### src/rtl/search_dispatch_if.sv
// search_dispatch_if: request and result streams of the search front end.
//   in_valid/in_key/in_tag/in_ready        : tagged key lookups from the parser
//   out_valid/out_tag/out_found/out_result/
//   out_timeout/out_ready                  : in-order results to the consumer
// master = parser/consumer side, slave = search_dispatch.
interface search_dispatch_if #(
    parameter int TAG_W = 8
);
    logic             in_valid;
    logic [47:0]      in_key;
    logic [TAG_W-1:0] in_tag;
    logic             in_ready;
    logic             out_valid;
    logic [TAG_W-1:0] out_tag;
    logic             out_found;
    logic [15:0]      out_result;
    logic             out_timeout;
    logic             out_ready;

    modport master (
        output in_valid, in_key, in_tag, out_ready,
        input  in_ready, out_valid, out_tag, out_found, out_result, out_timeout
    );

    modport slave (
        input  in_valid, in_key, in_tag, out_ready,
        output in_ready, out_valid, out_tag, out_found, out_result, out_timeout
    );
endinterface

### src/rtl/search_dispatch.sv
// search_dispatch: lookup front end for the binary search table.
// Buffers tagged 48-bit key lookups in a DEPTH-entry FIFO, issues them one at
// a time over the table req/rdy/done handshake, and returns each result with
// its tag in push order through a valid/ready result register. A watchdog
// turns a lost tbl_done into a flagged miss after TIMEOUT cycles.
// Ports:
//   clk, reset   : clock, synchronous active-high reset
//   io (slave)   : request stream in, result stream out
//   tbl_req      : one-cycle lookup strobe; tbl_search holds the key
//   tbl_rdy      : table idle; tbl_done/tbl_found/tbl_result: completion
//   level        : FIFO occupancy; busy: FSM active or FIFO non-empty
module search_dispatch #(
    parameter int DEPTH   = 8,
    parameter int TAG_W   = 8,
    parameter int TIMEOUT = 2047
) (
    input  logic                       clk,
    input  logic                       reset,
    search_dispatch_if.slave           io,
    output logic                       tbl_req,
    output logic [47:0]                tbl_search,
    input  logic                       tbl_rdy,
    input  logic                       tbl_done,
    input  logic                       tbl_found,
    input  logic [15:0]                tbl_result,
    output logic [$clog2(DEPTH+1)-1:0] level,
    output logic                       busy
);
    localparam int PTR_W = $clog2(DEPTH);
    localparam int LVL_W = $clog2(DEPTH+1);
    localparam int CNT_W = $clog2(TIMEOUT+1);
    localparam int ENT_W = 48 + TAG_W;

    typedef enum logic [1:0] {IDLE, ISSUE, WAIT, HOLD} state_t;

    state_t             state_q;
    logic [PTR_W-1:0]   wr_ptr_q, wr_ptr_d, rd_ptr_q, rd_ptr_d;
    logic [LVL_W-1:0]   level_q, level_d;
    logic [ENT_W-1:0]   mem [DEPTH];
    logic [ENT_W-1:0]   head;
    logic [CNT_W-1:0]   cnt_q;
    logic [47:0]        tbl_search_q;
    logic [TAG_W-1:0]   tag_q;
    logic               tbl_req_q;
    logic               out_valid_q, out_found_q, out_timeout_q;
    logic [TAG_W-1:0]   out_tag_q;
    logic [15:0]        out_result_q;
    logic               push, pop, full;

    // Full is judged on the registered level only, so a pop in the same
    // cycle never opens room for a push.
    assign full = (level_q == LVL_W'(DEPTH));
    assign push = io.in_valid && !full;
    assign pop  = (state_q == IDLE) && (level_q != '0) && tbl_rdy;
    assign head = mem[rd_ptr_q];

    // ---------------- FIFO ----------------
    always_comb begin
        wr_ptr_d = wr_ptr_q;
        rd_ptr_d = rd_ptr_q;
        level_d  = level_q;
        if (push) wr_ptr_d = wr_ptr_q + PTR_W'(1);
        if (pop)  rd_ptr_d = rd_ptr_q + PTR_W'(1);
        case ({push, pop})
            2'b10:   level_d = level_q + LVL_W'(1);
            2'b01:   level_d = level_q - LVL_W'(1);
            default: level_d = level_q;
        endcase
    end

    always_ff @(posedge clk) begin
        if (reset) begin
            wr_ptr_q <= '0;
            rd_ptr_q <= '0;
            level_q  <= '0;
        end else begin
            wr_ptr_q <= wr_ptr_d;
            rd_ptr_q <= rd_ptr_d;
            level_q  <= level_d;
        end
    end

    // Storage needs no reset: pointers and level define what is valid.
    always_ff @(posedge clk) begin
        if (push) mem[wr_ptr_q] <= {io.in_key, io.in_tag};
    end

    // ---------------- dispatch FSM ----------------
    always_ff @(posedge clk) begin
        if (reset) begin
            state_q       <= IDLE;
            cnt_q         <= '0;
            tbl_search_q  <= '0;
            tag_q         <= '0;
            tbl_req_q     <= 1'b0;
            out_valid_q   <= 1'b0;
            out_tag_q     <= '0;
            out_found_q   <= 1'b0;
            out_result_q  <= '0;
            out_timeout_q <= 1'b0;
        end else begin
            tbl_req_q <= 1'b0;
            case (state_q)
                IDLE: begin
                    if (pop) begin
                        tbl_search_q <= head[ENT_W-1:TAG_W];
                        tag_q        <= head[TAG_W-1:0];
                        tbl_req_q    <= 1'b1;   // high for the ISSUE cycle only
                        state_q      <= ISSUE;
                    end
                end
                ISSUE: begin
                    cnt_q   <= '0;
                    state_q <= WAIT;
                end
                WAIT: begin
                    // done takes priority over an expiry in the same cycle
                    if (tbl_done) begin
                        out_valid_q   <= 1'b1;
                        out_tag_q     <= tag_q;
                        out_found_q   <= tbl_found;
                        out_result_q  <= tbl_found ? tbl_result : 16'h0;
                        out_timeout_q <= 1'b0;
                        state_q       <= HOLD;
                    end else if (cnt_q == CNT_W'(TIMEOUT-1)) begin
                        out_valid_q   <= 1'b1;
                        out_tag_q     <= tag_q;
                        out_found_q   <= 1'b0;
                        out_result_q  <= 16'h0;
                        out_timeout_q <= 1'b1;
                        state_q       <= HOLD;
                    end else begin
                        cnt_q <= cnt_q + CNT_W'(1);
                    end
                end
                HOLD: begin
                    if (io.out_ready) begin
                        out_valid_q <= 1'b0;
                        state_q     <= IDLE;
                    end
                end
                default: state_q <= IDLE;
            endcase
        end
    end

    assign io.in_ready    = !full;
    assign io.out_valid   = out_valid_q;
    assign io.out_tag     = out_tag_q;
    assign io.out_found   = out_found_q;
    assign io.out_result  = out_result_q;
    assign io.out_timeout = out_timeout_q;
    assign tbl_req        = tbl_req_q;
    assign tbl_search     = tbl_search_q;
    assign level          = level_q;
    assign busy           = (state_q != IDLE) || (level_q != '0);
endmodule

### src/flat_wrapper.sv
// flat-port wrapper written by rule: the top's interface ports become plain ports
module search_dispatch_flat 
#(
    parameter int DEPTH   = 8,
    parameter int TAG_W   = 8,
    parameter int TIMEOUT = 2047
)
  (clk, reset, tbl_req, tbl_search, tbl_rdy, tbl_done, tbl_found, tbl_result, level, busy, io_in_valid, io_in_key, io_in_tag, io_out_ready, io_in_ready, io_out_valid, io_out_tag, io_out_found, io_out_result, io_out_timeout);
  search_dispatch_if #(.TAG_W(TAG_W)) io_i ();
  input  logic clk;
  input  logic reset;
  output logic tbl_req;
  output logic [47:0] tbl_search;
  input  logic tbl_rdy;
  input  logic tbl_done;
  input  logic tbl_found;
  input  logic [15:0] tbl_result;
  output logic [$clog2(DEPTH+1)-1:0] level;
  output logic busy;
  input wire logic [$bits(io_i.in_valid)-1:0] io_in_valid;
  input wire logic [$bits(io_i.in_key)-1:0] io_in_key;
  input wire logic [$bits(io_i.in_tag)-1:0] io_in_tag;
  input wire logic [$bits(io_i.out_ready)-1:0] io_out_ready;
  output wire logic [$bits(io_i.in_ready)-1:0] io_in_ready;
  output wire logic [$bits(io_i.out_valid)-1:0] io_out_valid;
  output wire logic [$bits(io_i.out_tag)-1:0] io_out_tag;
  output wire logic [$bits(io_i.out_found)-1:0] io_out_found;
  output wire logic [$bits(io_i.out_result)-1:0] io_out_result;
  output wire logic [$bits(io_i.out_timeout)-1:0] io_out_timeout;
  assign io_i.in_valid = io_in_valid;
  assign io_i.in_key = io_in_key;
  assign io_i.in_tag = io_in_tag;
  assign io_i.out_ready = io_out_ready;
  assign io_in_ready = io_i.in_ready;
  assign io_out_valid = io_i.out_valid;
  assign io_out_tag = io_i.out_tag;
  assign io_out_found = io_i.out_found;
  assign io_out_result = io_i.out_result;
  assign io_out_timeout = io_i.out_timeout;
  search_dispatch #(.DEPTH(DEPTH), .TAG_W(TAG_W), .TIMEOUT(TIMEOUT)) u_core (.clk(clk), .reset(reset), .io(io_i), .tbl_req(tbl_req), .tbl_search(tbl_search), .tbl_rdy(tbl_rdy), .tbl_done(tbl_done), .tbl_found(tbl_found), .tbl_result(tbl_result), .level(level), .busy(busy));
endmodule
### config.mk
export PLATFORM = sky130hd
export DESIGN_NAME = search_dispatch_flat
export DESIGN_NICKNAME = d
export VERILOG_FILES = /design/src/rtl/search_dispatch_if.sv /design/src/rtl/search_dispatch.sv /design/src/flat_wrapper.sv
export SDC_FILE = /design/constraint.sdc
export NUM_CORES = 1
export LEC_CHECK = 0
export ABC_AREA = 0
export CAP_MARGIN = 20
export CORE_ASPECT_RATIO = 1.75
export CORE_MARGIN = 10
export CORE_UTILIZATION = 55
export CTS_BUF_LIST = sky130_fd_sc_hd__clkbuf_8
export CTS_CLUSTER_SIZE = 40
export DETAILED_ROUTE_END_ITERATION = 8
export MAX_ROUTING_LAYER = met4
export PLACE_DENSITY = 0.84
export SKIP_LAST_GASP = 1
export SLEW_MARGIN = 20
export SYNTH_ARGS = -nofsm -noshare
export SYNTH_HDL_FRONTEND = slang
export SYNTH_SLANG_ARGS = --single-unit
### constraint.sdc
create_clock -name clk -period 10.5 [get_ports clk]
set_clock_uncertainty 0.05 [all_clocks]
set_input_delay 1.05 -clock clk [delete_from_list [all_inputs] [get_ports clk]]
set_output_delay 1.05 -clock clk [all_outputs]
set_load 0.03 [all_outputs]
# Word-level counts from Yosys, hierarchy flattened
# Memories as Yosys holds them, arrays and structs flattened. A register that Yosys moved wholly into a read port is not among the register bits.
# Cells that the tools add are included.
[word_totals] regBits=51 ramBits=448 inputBits=79 wordCells=72 mem_count=1
[classes] addsub=5 n_eq_ne=12 muxes=24 bitwise_logic=1 n_reduce_logical=18
[mem_list] memory="u_core.mem" words=8 width=56 rd=1 rd_ports_with_merged_regs=1 write_ports=1 line="search_dispatch.sv:39" rtl="logic [ENT_W-1:0] mem [DEPTH];"
[ops] op="16-bit two-way mux" count=3
[ops] op="11-bit two-way mux" count=2
[ops] op="11-bit case mux with 2 select lines" count=1
[ops] op="8-bit two-way mux" count=2
[ops] op="11-bit by 1-bit adder with 11-bit output (second input constant)" count=1
[ops] op="11-bit == test (second input constant)" count=1
[ops] op="2-bit nonzero test" count=5
[ops] op="1-bit two-way mux" count=9
[ops] op="3-bit AND reduction" count=3
[ops] op="2-bit two-way mux" count=4
[ops] op="2-bit case mux with 4 select lines" count=1
[ops] op="4-bit case mux with 2 select lines" count=1
[ops] op="3-bit by 1-bit adder with 3-bit output (second input constant)" count=2
[ops] op="2-bit == test (second input constant)" count=3
[ops] op="2-bit != test (second input constant)" count=3
[ops] op="4-bit by 1-bit adder with 4-bit output (second input constant)" count=1
[ops] op="2-bit by 1-bit == test with 1-bit output (second input constant)" count=2
[ops] op="4-bit == test (second input constant)" count=1
[ops] op="2-bit AND reduction" count=2
[ops] op="4-bit nonzero test" count=1
[ops] op="4-bit by 1-bit subtractor with 4-bit output (second input constant)" count=1
[ops] op="1-bit logical AND" count=3
[ops] op="3-bit by 2-bit != test with 1-bit output (second input constant)" count=1
[ops] op="2-bit logical NOT" count=1
[ops] op="other kinds (6)" count=6

# Depth between registers and ports, before layout
# Gate-level depths: netlist (run 1).
[logic_depth] ltp_word=5 mapped_depth=12 ltp_nobuf=10

# Worst setup path after synthesis (run 1)
# Ideal clock, no wire load.
[synth_timing] path_kind="input-to-reg" start="input io_in_valid" end="memory u_core.mem[0][0] (netlist bit) (enable)" arrival_time_ps=6513 t_required_ps=9842 path_slack_ps=3328 cell_stages=2 path_buffers=0 path_cell_list="nand2_1 > nor4_1"
[synth_between] elab_chain_len=3
[synth_rtl] item="start: declaration" line="flat_wrapper.sv:20" rtl="input wire logic [$bits(io_i.in_valid)-1:0] io_in_valid;"
[synth_rtl] item="1-bit logical AND" line="search_dispatch.sv:53" rtl="assign push = io.in_valid && !full;"
[synth_rtl] item="1-bit two-way mux" line="search_dispatch.sv:85" rtl="if (push) mem[wr_ptr_q] <= {io.in_key, io.in_tag};"
[synth_rtl] item="1-bit two-way mux (not written as such)" line="search_dispatch.sv:85"
[synth_rtl] item="end: declaration" line="search_dispatch.sv:39"
# Every way passes these cells.

# Worst setup path in the final report (run 1)
[layout_timing] start="register u_core.level_q[1], in the netlist u_core.level[1]" end="output io_in_ready"
[layout_between] elab_chain_len=2
[layout_rtl] item="start: declaration" line="search_dispatch.sv:38" rtl="logic [LVL_W-1:0] level_q, level_d;"
[layout_rtl] item="start signal: assignment" line="search_dispatch.sv:79" rtl="level_q <= level_d;"
[layout_rtl] item="4-bit == test" line="search_dispatch.sv:52" rtl="assign full = (level_q == LVL_W'(DEPTH));"
[layout_rtl] item="1-bit logical NOT" line="search_dispatch.sv:147" rtl="assign io.in_ready = !full;"
[layout_rtl] item="end: declaration" line="flat_wrapper.sv:24" rtl="output wire logic [$bits(io_i.in_ready)-1:0] io_in_ready;"
# Every way passes these cells.

==> results of run 1 <==
metrics by stage:
stage	hold slack, ns	power, W	std cells	utilization (%)	cell area, um^2
2_1_floorplan	0.3967	0.003664	1100	-	20900
3_3_place_gp	0.3883	0.004057	1692	61.17	23020
3_5_place_dp	0.4109	0.004106	1692	61.17	23020
4_1_cts	0.4267	0.005743	1830	65.21	24540
5_1_grt	0.4420	0.005941	1834	65.26	24560
6_report	0.4211	0.005680	1834	65.26	24560
kinds of logic (layout without fill, tap and decap cells):
group | count (synthesis) | in the layout | share of synthesized area (%)
multiplexers | 179 | 179 | 15.28
AO/OA/AOI/OAI | 122 | 122 | 4.316
AND/OR/NAND/NOR | 152 | 152 | 3.370
other | 0 | 4 | 0
buffers and inverters | 75 | 325 | 1.514
flip-flops | 555 | 555 | 74.61
adder cells (fa/ha/maj) | 11 | 11 | 0.6584
XOR/XNOR | 6 | 6 | 0.2514
flip-flops by register name (all words and copies together), names as in the netlist, 3 cells and up:
name	flops
u_core.mem	448
u_core.tbl_search	48
u_core.io.out_result	16
u_core.cnt_q	11
u_core.io.out_tag	8
u_core.tag_q	8
u_core.level	4
u_core.rd_ptr_q	3
u_core.wr_ptr_q	3
routing by layer:
metal	share of wire, %	GRT usage [%]	up-vias
met5	0	-	-
met4	2.7	7.792	0
met3	6.0	4.021	67
met2	54	31.56	409
met1	37	21.73	5524
li1	-	-	4845
area by class of cell:
class	count	area (um^2)	area share, %
sequential	555	15610	63.54
tap	480	600.6	2.445
antenna	4	10.01	0.04075
clock inverter	63	490.5	1.997
timing repair buffer	179	1745	7.106
inverter	8	32.53	0.1325
multi-input combinational	470	5044	20.53
clock buffer	75	1032	4.203
worst register-to-register path: stages, from the launching register on:
cell and delay, ns:
dfxtp_1 0.33, inv_1 0.13, ha_1 0.35, nand2_1 0.19
inv_4 0.48, ha_1 0.36, xor2_1 0.21, ha_1 0.20
nor3_1 0.07, or4_1 0.47, a21oi_1 0.16
power breakdown:
group	internal [W]	total (W)	switching [W]	leakage, nW
registers	0.00257	0.00269	0.000123	4.94
clock network	0.000856	0.00164	0.000783	0.874
logic	0.000613	0.00135	0.000734	1.99
path summary, 6_finish.rpt:
kind / start / to / slack, ns / cells past startpoint
setup reg to reg: u_core.state_q[1] / u_core.level[2] / 7.42 / 10
hold / removal: u_core.io.out_found / u_core.io.out_found / 0.42 / 1
setup / recovery: u_core.level[1] / io_in_ready / 7.11 / 2
hold reg to reg: u_core.io.out_found / u_core.io.out_found / 0.42 / 1
synthesized netlist by cell type (all sizes together) (2+ instances only):
library cell	number
edfxtp	448
mux4	112
dfxtp	107
nor2	71
mux2i	66
a211oi	58
clkbuf	43
nand2	31
buf	24
a21oi	20
a22o	16
ha	11
a31o	8
nand3	8
or3	8
inv	7
nand2b	5
nor2b	5
nor3	5
xor2	5
nand4	4
o31ai	4
and4	3
o21a	3
o21ai	3
and2	2
nor4	2
o2111ai	2
o211ai	2
==> impl_metrics.yaml, run 1 <==
worst_setup_path:
  slowest_delay_ns: 0.62
  cp-start-kind: "flip-flop"
  cp.arrival_ns: 2.29
  crit_required_ns: 9.40
  crit_fanout: 11
  crit_family: "buffers and inverters"
  slowest_stage: "clkdlybuf4s50_1"
  path_buf_inv: 1
  crit_type: "flip-flop to output port"
  path_cells: "or4b_4 > clkdlybuf4s50_1"
  cp-end-kind: "output port"
timing:
  rsz0062_at_grt: "no"
  worst_pin_slew_ns: 1.059
  worst_slack_ns: 7.106
  finalCritPeriodShare_pct: 32.32
  slew_headroom_pct: 28.80
  slew_violations: 0
  setup_viol: 0
  fmax_mhz: 294.7
  tns_ns: 0
  finalCriticalPeriod_ns: 3.394
  hold_violations: 0
die:
  io_pins: 161
  num_rows: 94
  initial_core_util_pct: 55.54
  die_h_um: 277.9
  dieArea_mm2: 0.04651
  core-area_mm2: 0.03764
  die_x_um: 167.4
yosys:
  syn_area_mm2: 0.02090
  synth.net_count: 1190
  synth-edff-count: 448
  synth_seq_cells: 555
  async_flop_share_pct: 0
  synth_flop_cell: "edfxtp_1"
  synth_cells: 1100
  ys_seq_area_share_pct: 74.61
  synth_top_area_share_pct: 64.36
  ys_types: 51
  avgSynthCellArea_um2: 19.00
  synth_top_area_cell: "edfxtp_1"
  ys_top_cells_by_area: "edfxtp_1 64%, mux4_2 12%, dfxtp_1 10%"
  yosys_warnings: 0
routing:
  antenna_left: 0
  viasPerCell: 5.913
  vias: 10850
  wl_um: 42940
  drtPass1Iterations: 5
  drc: 0
  first_iter_violations: 836
  routedWlPerCell_um: 23.41
pwr:
  powerDensity_mw_per_mm2: 231.3
  ir_worst_vdd_v: 0.0001366
  p_leak_nw: 7.810
clock_tree:
  htree_levels: 3
  cts_buffer_depth: 3
  cts.sinks: 555
  cts_tree: "yes"
  holdBufCountCts: 0
  cts_setup_buffers: 0
  cts_buffers: 74
  insertion_delay_ns: 0.64
  root_buffer: "clkbuf_8"
  cts.clk_slew.worst_paths_ns: 0.07
  cts_resized: 0
place:
  dpl_worst_slack_ns: 6.527
  place_congestion: 0.7658
  dp_hpwl_um: 26090
  io_buffers: 160
layout:
  area_delta_synth_final_pct: 17.50
  final_cell_mix: "448 x edfxtp_1, 159 x clkdlybuf4s50_1, 112 x mux4_2, 104 x dfxtp_1, 75 x clkbuf_8"
  mostFrequentLayoutCell: "edfxtp_1"
  final_nets: 1378
  drive_gt1_share_pct: 19.33
  fill_cells: 2425
status:
  outcome: "completed"
min_path:
  hp-class: "flip-flop to flip-flop"
global_routing:
  grt_first_pass_wirelength_um: 66630
  grt_pass1_vias: 11420
  gr-total-overflow: 0
  track_usage_pct: 18.87
  grt_max_degree: 87
  antenna_found_initial: 4
flow_run:
  cap_violations: 0
Power figures use the tool's default switching activity.
==> run 2, diff against run 1 <==
- CORE_UTILIZATION: 55 -> 54
- PLACE_DENSITY: 0.84 -> 0.86
- clock period: 10.5 -> 2.75 ns (I/O delays scaled with it)
==> impl_metrics.yaml, run 2 (synthesis gave the netlist of run 1 again) <==
status:
  outcome: "completed"
worst_setup_path:
  slowest_stage: "clkdlybuf4s50_1"
  reg2reg_slack_ns: 0.17
  cp-start-kind: "flip-flop"
  path_cells: "or4b_4 > clkdlybuf4s50_1"
  crit_type: "flip-flop to output port"
  r2r_start: "u_core.level[0]"
  cp.arrival_ns: 2.25
  slowest_delay_ns: 0.63
  crit_fanout: 9
  cp-end-kind: "output port"
  crit_required_ns: 2.42
  regToRegEndpoint: "u_core.level[2]"
  reg2reg_depth: 8
global_routing:
  grt_max_degree: 115
  antenna_found_initial: 2
  track_usage_pct: 18.80
  gr-total-overflow: 0
  grt_first_pass_wirelength_um: 66830
  grt_pass1_vias: 11510
layout:
  area_delta_synth_final_pct: 19.15
  regArea_mm2: 0.01562
  stdcell_count: 1860
  max_flop_register: "u_core.mem"
  final_cell_mix: "448 x edfxtp_1, 159 x clkdlybuf4s50_1, 112 x mux4_2, 100 x dfxtp_1, 84 x clkbuf_8"
  mostFrequentLayoutCell: "edfxtp_1"
  drive_gt1_share_pct: 20.47
  final_nets: 1401
  largest_reg_flops: 448
  multiInputGateArea_mm2: 0.005090
  finish.instance_area_mm2: 0.02491
  fill_cells: 2484
clock_tree:
  holdBufCountCts: 0
  cts_setup_buffers: 0
  htree_levels: 3
  insertion_delay_ns: 0.63
  cts_buffers: 77
  cts.clk_slew.worst_paths_ns: 0.06
  cts_buffer_depth: 3
  cts.sinks: 555
  root_buffer: "clkbuf_8"
  cts_tree: "yes"
  cts_resized: 0
timing:
  tns_ns: 0
  setup_viol: 0
  fmax_mhz: 387.8
  finalCriticalPeriod_ns: 2.578
  slew_headroom_pct: 36.97
  finalCritPeriodShare_pct: 93.76
  hold_violations: 0
  worst_slack_ns: 0.1715
  rsz0062_at_grt: "no"
  slew_violations: 0
  worst_pin_slew_ns: 0.9374
pwr:
  ir_worst_vdd_v: 0.0005727
  p_leak_nw: 7.941
  power.total_w: 0.02171
  powerDensity_mw_per_mm2: 871.6
die:
  core-area_mm2: 0.03839
  die_h_um: 280.3
  dieArea_mm2: 0.04729
  io_pins: 161
  die_x_um: 168.7
  initial_core_util_pct: 54.44
  num_rows: 95
place:
  dpl_worst_slack_ns: 0.09083
  place_congestion: 0.7970
  io_buffers: 160
  placed_cell_area_mm2: 0.02340
  place_inst: 1717
  dp_hpwl_um: 27050
routing:
  antenna_left: 0
  drc: 0
  top_layer: "met4"
  vias: 10980
  drtPass1Iterations: 5
  wl_um: 43270
  first_iter_violations: 868
  dr_wl_met3_um: 2890
  routed-wl-met2_um: 23420
  routedWlPerCell_um: 23.27
  m1WireLength_um: 16120
  viasPerCell: 5.904
min_path:
  hp-class: "input port to flip-flop"
  min_path_cells: 2
  hp-start: "reset"
  whs_endpoint: "u_core.rd_ptr_q[0]"
flow_run:
  cap_violations: 0
## run 2: cell types whose count changed in the layout (fill, tap and decap cells not counted), moves of 3 or more
cell,before,now
nor3_2,4,0
inv_6,4,1
nor3_4,0,4
dfxtp_4,3,6
clkbuf_8,75,84
buf_4,19,27
buf_12,0,13
bufinv_16,7,3
inv_1,31,36
clkinv_2,14,7
dfxtp_1,104,100
## run 2: area by class of cell
class / instances / share of cell area (%)
Sequential cell: 555 / 62.71
Multi-Input combinational cell: 470 / 20.44
Timing Repair Buffer: 199 / 8.249
Clock buffer: 84 / 4.642
Tap cell: 485 / 2.437
Clock inverter: 57 / 1.372
Inverter: 8 / 0.1306
Antenna cell: 2 / 0.02010
## run 2: worst max-delay path by stage
stage / slack [ns] / to / startpoint
finish: 0.17 / io_in_ready / u_core.level[0]
global route: 0.01 / u_core.level[2] / u_core.level[0]
CTS: 0.11 / io_in_ready / u_core.level[0]
detailed placement: 0.09 / u_core.level[2] / tbl_rdy
global placement: 0.19 / u_core.level[2] / tbl_rdy
floorplan: -0.45 / u_core.mem[0][0] / u_core.level[1]
## run 2: metal layers
metal | global-route usage (%) | vias up
met3 | 4.150 | 62
li1 | - | 4884
met4 | 6.516 | 0
met5 | - | -
met1 | 21.41 | 5593
met2 | 32.13 | 443
## run 2: through the flow
stage / util [%] / hold slack, ns
after floorplan: - / 0.3239
after detailed placement: 60.95 / 0.4015
final: 64.87 / 0.06743
after global routing: 64.87 / 0.04512
after global placement: 60.95 / 0.3875
after CTS: 64.86 / 0.003747
## run 2: power by group
part           total, W  internal, W  switching [W]
registers        0.0103      0.00983       0.000436
logic           0.00540      0.00250        0.00290
clock network   0.00604      0.00312        0.00292
## run 2: critical path, delay by kind of cell (launching register included)
family                 cells  cell delay (ns)
buffers and inverters      1             0.63
flip-flops                 1             0.38
AND/OR/NAND/NOR            1             0.62
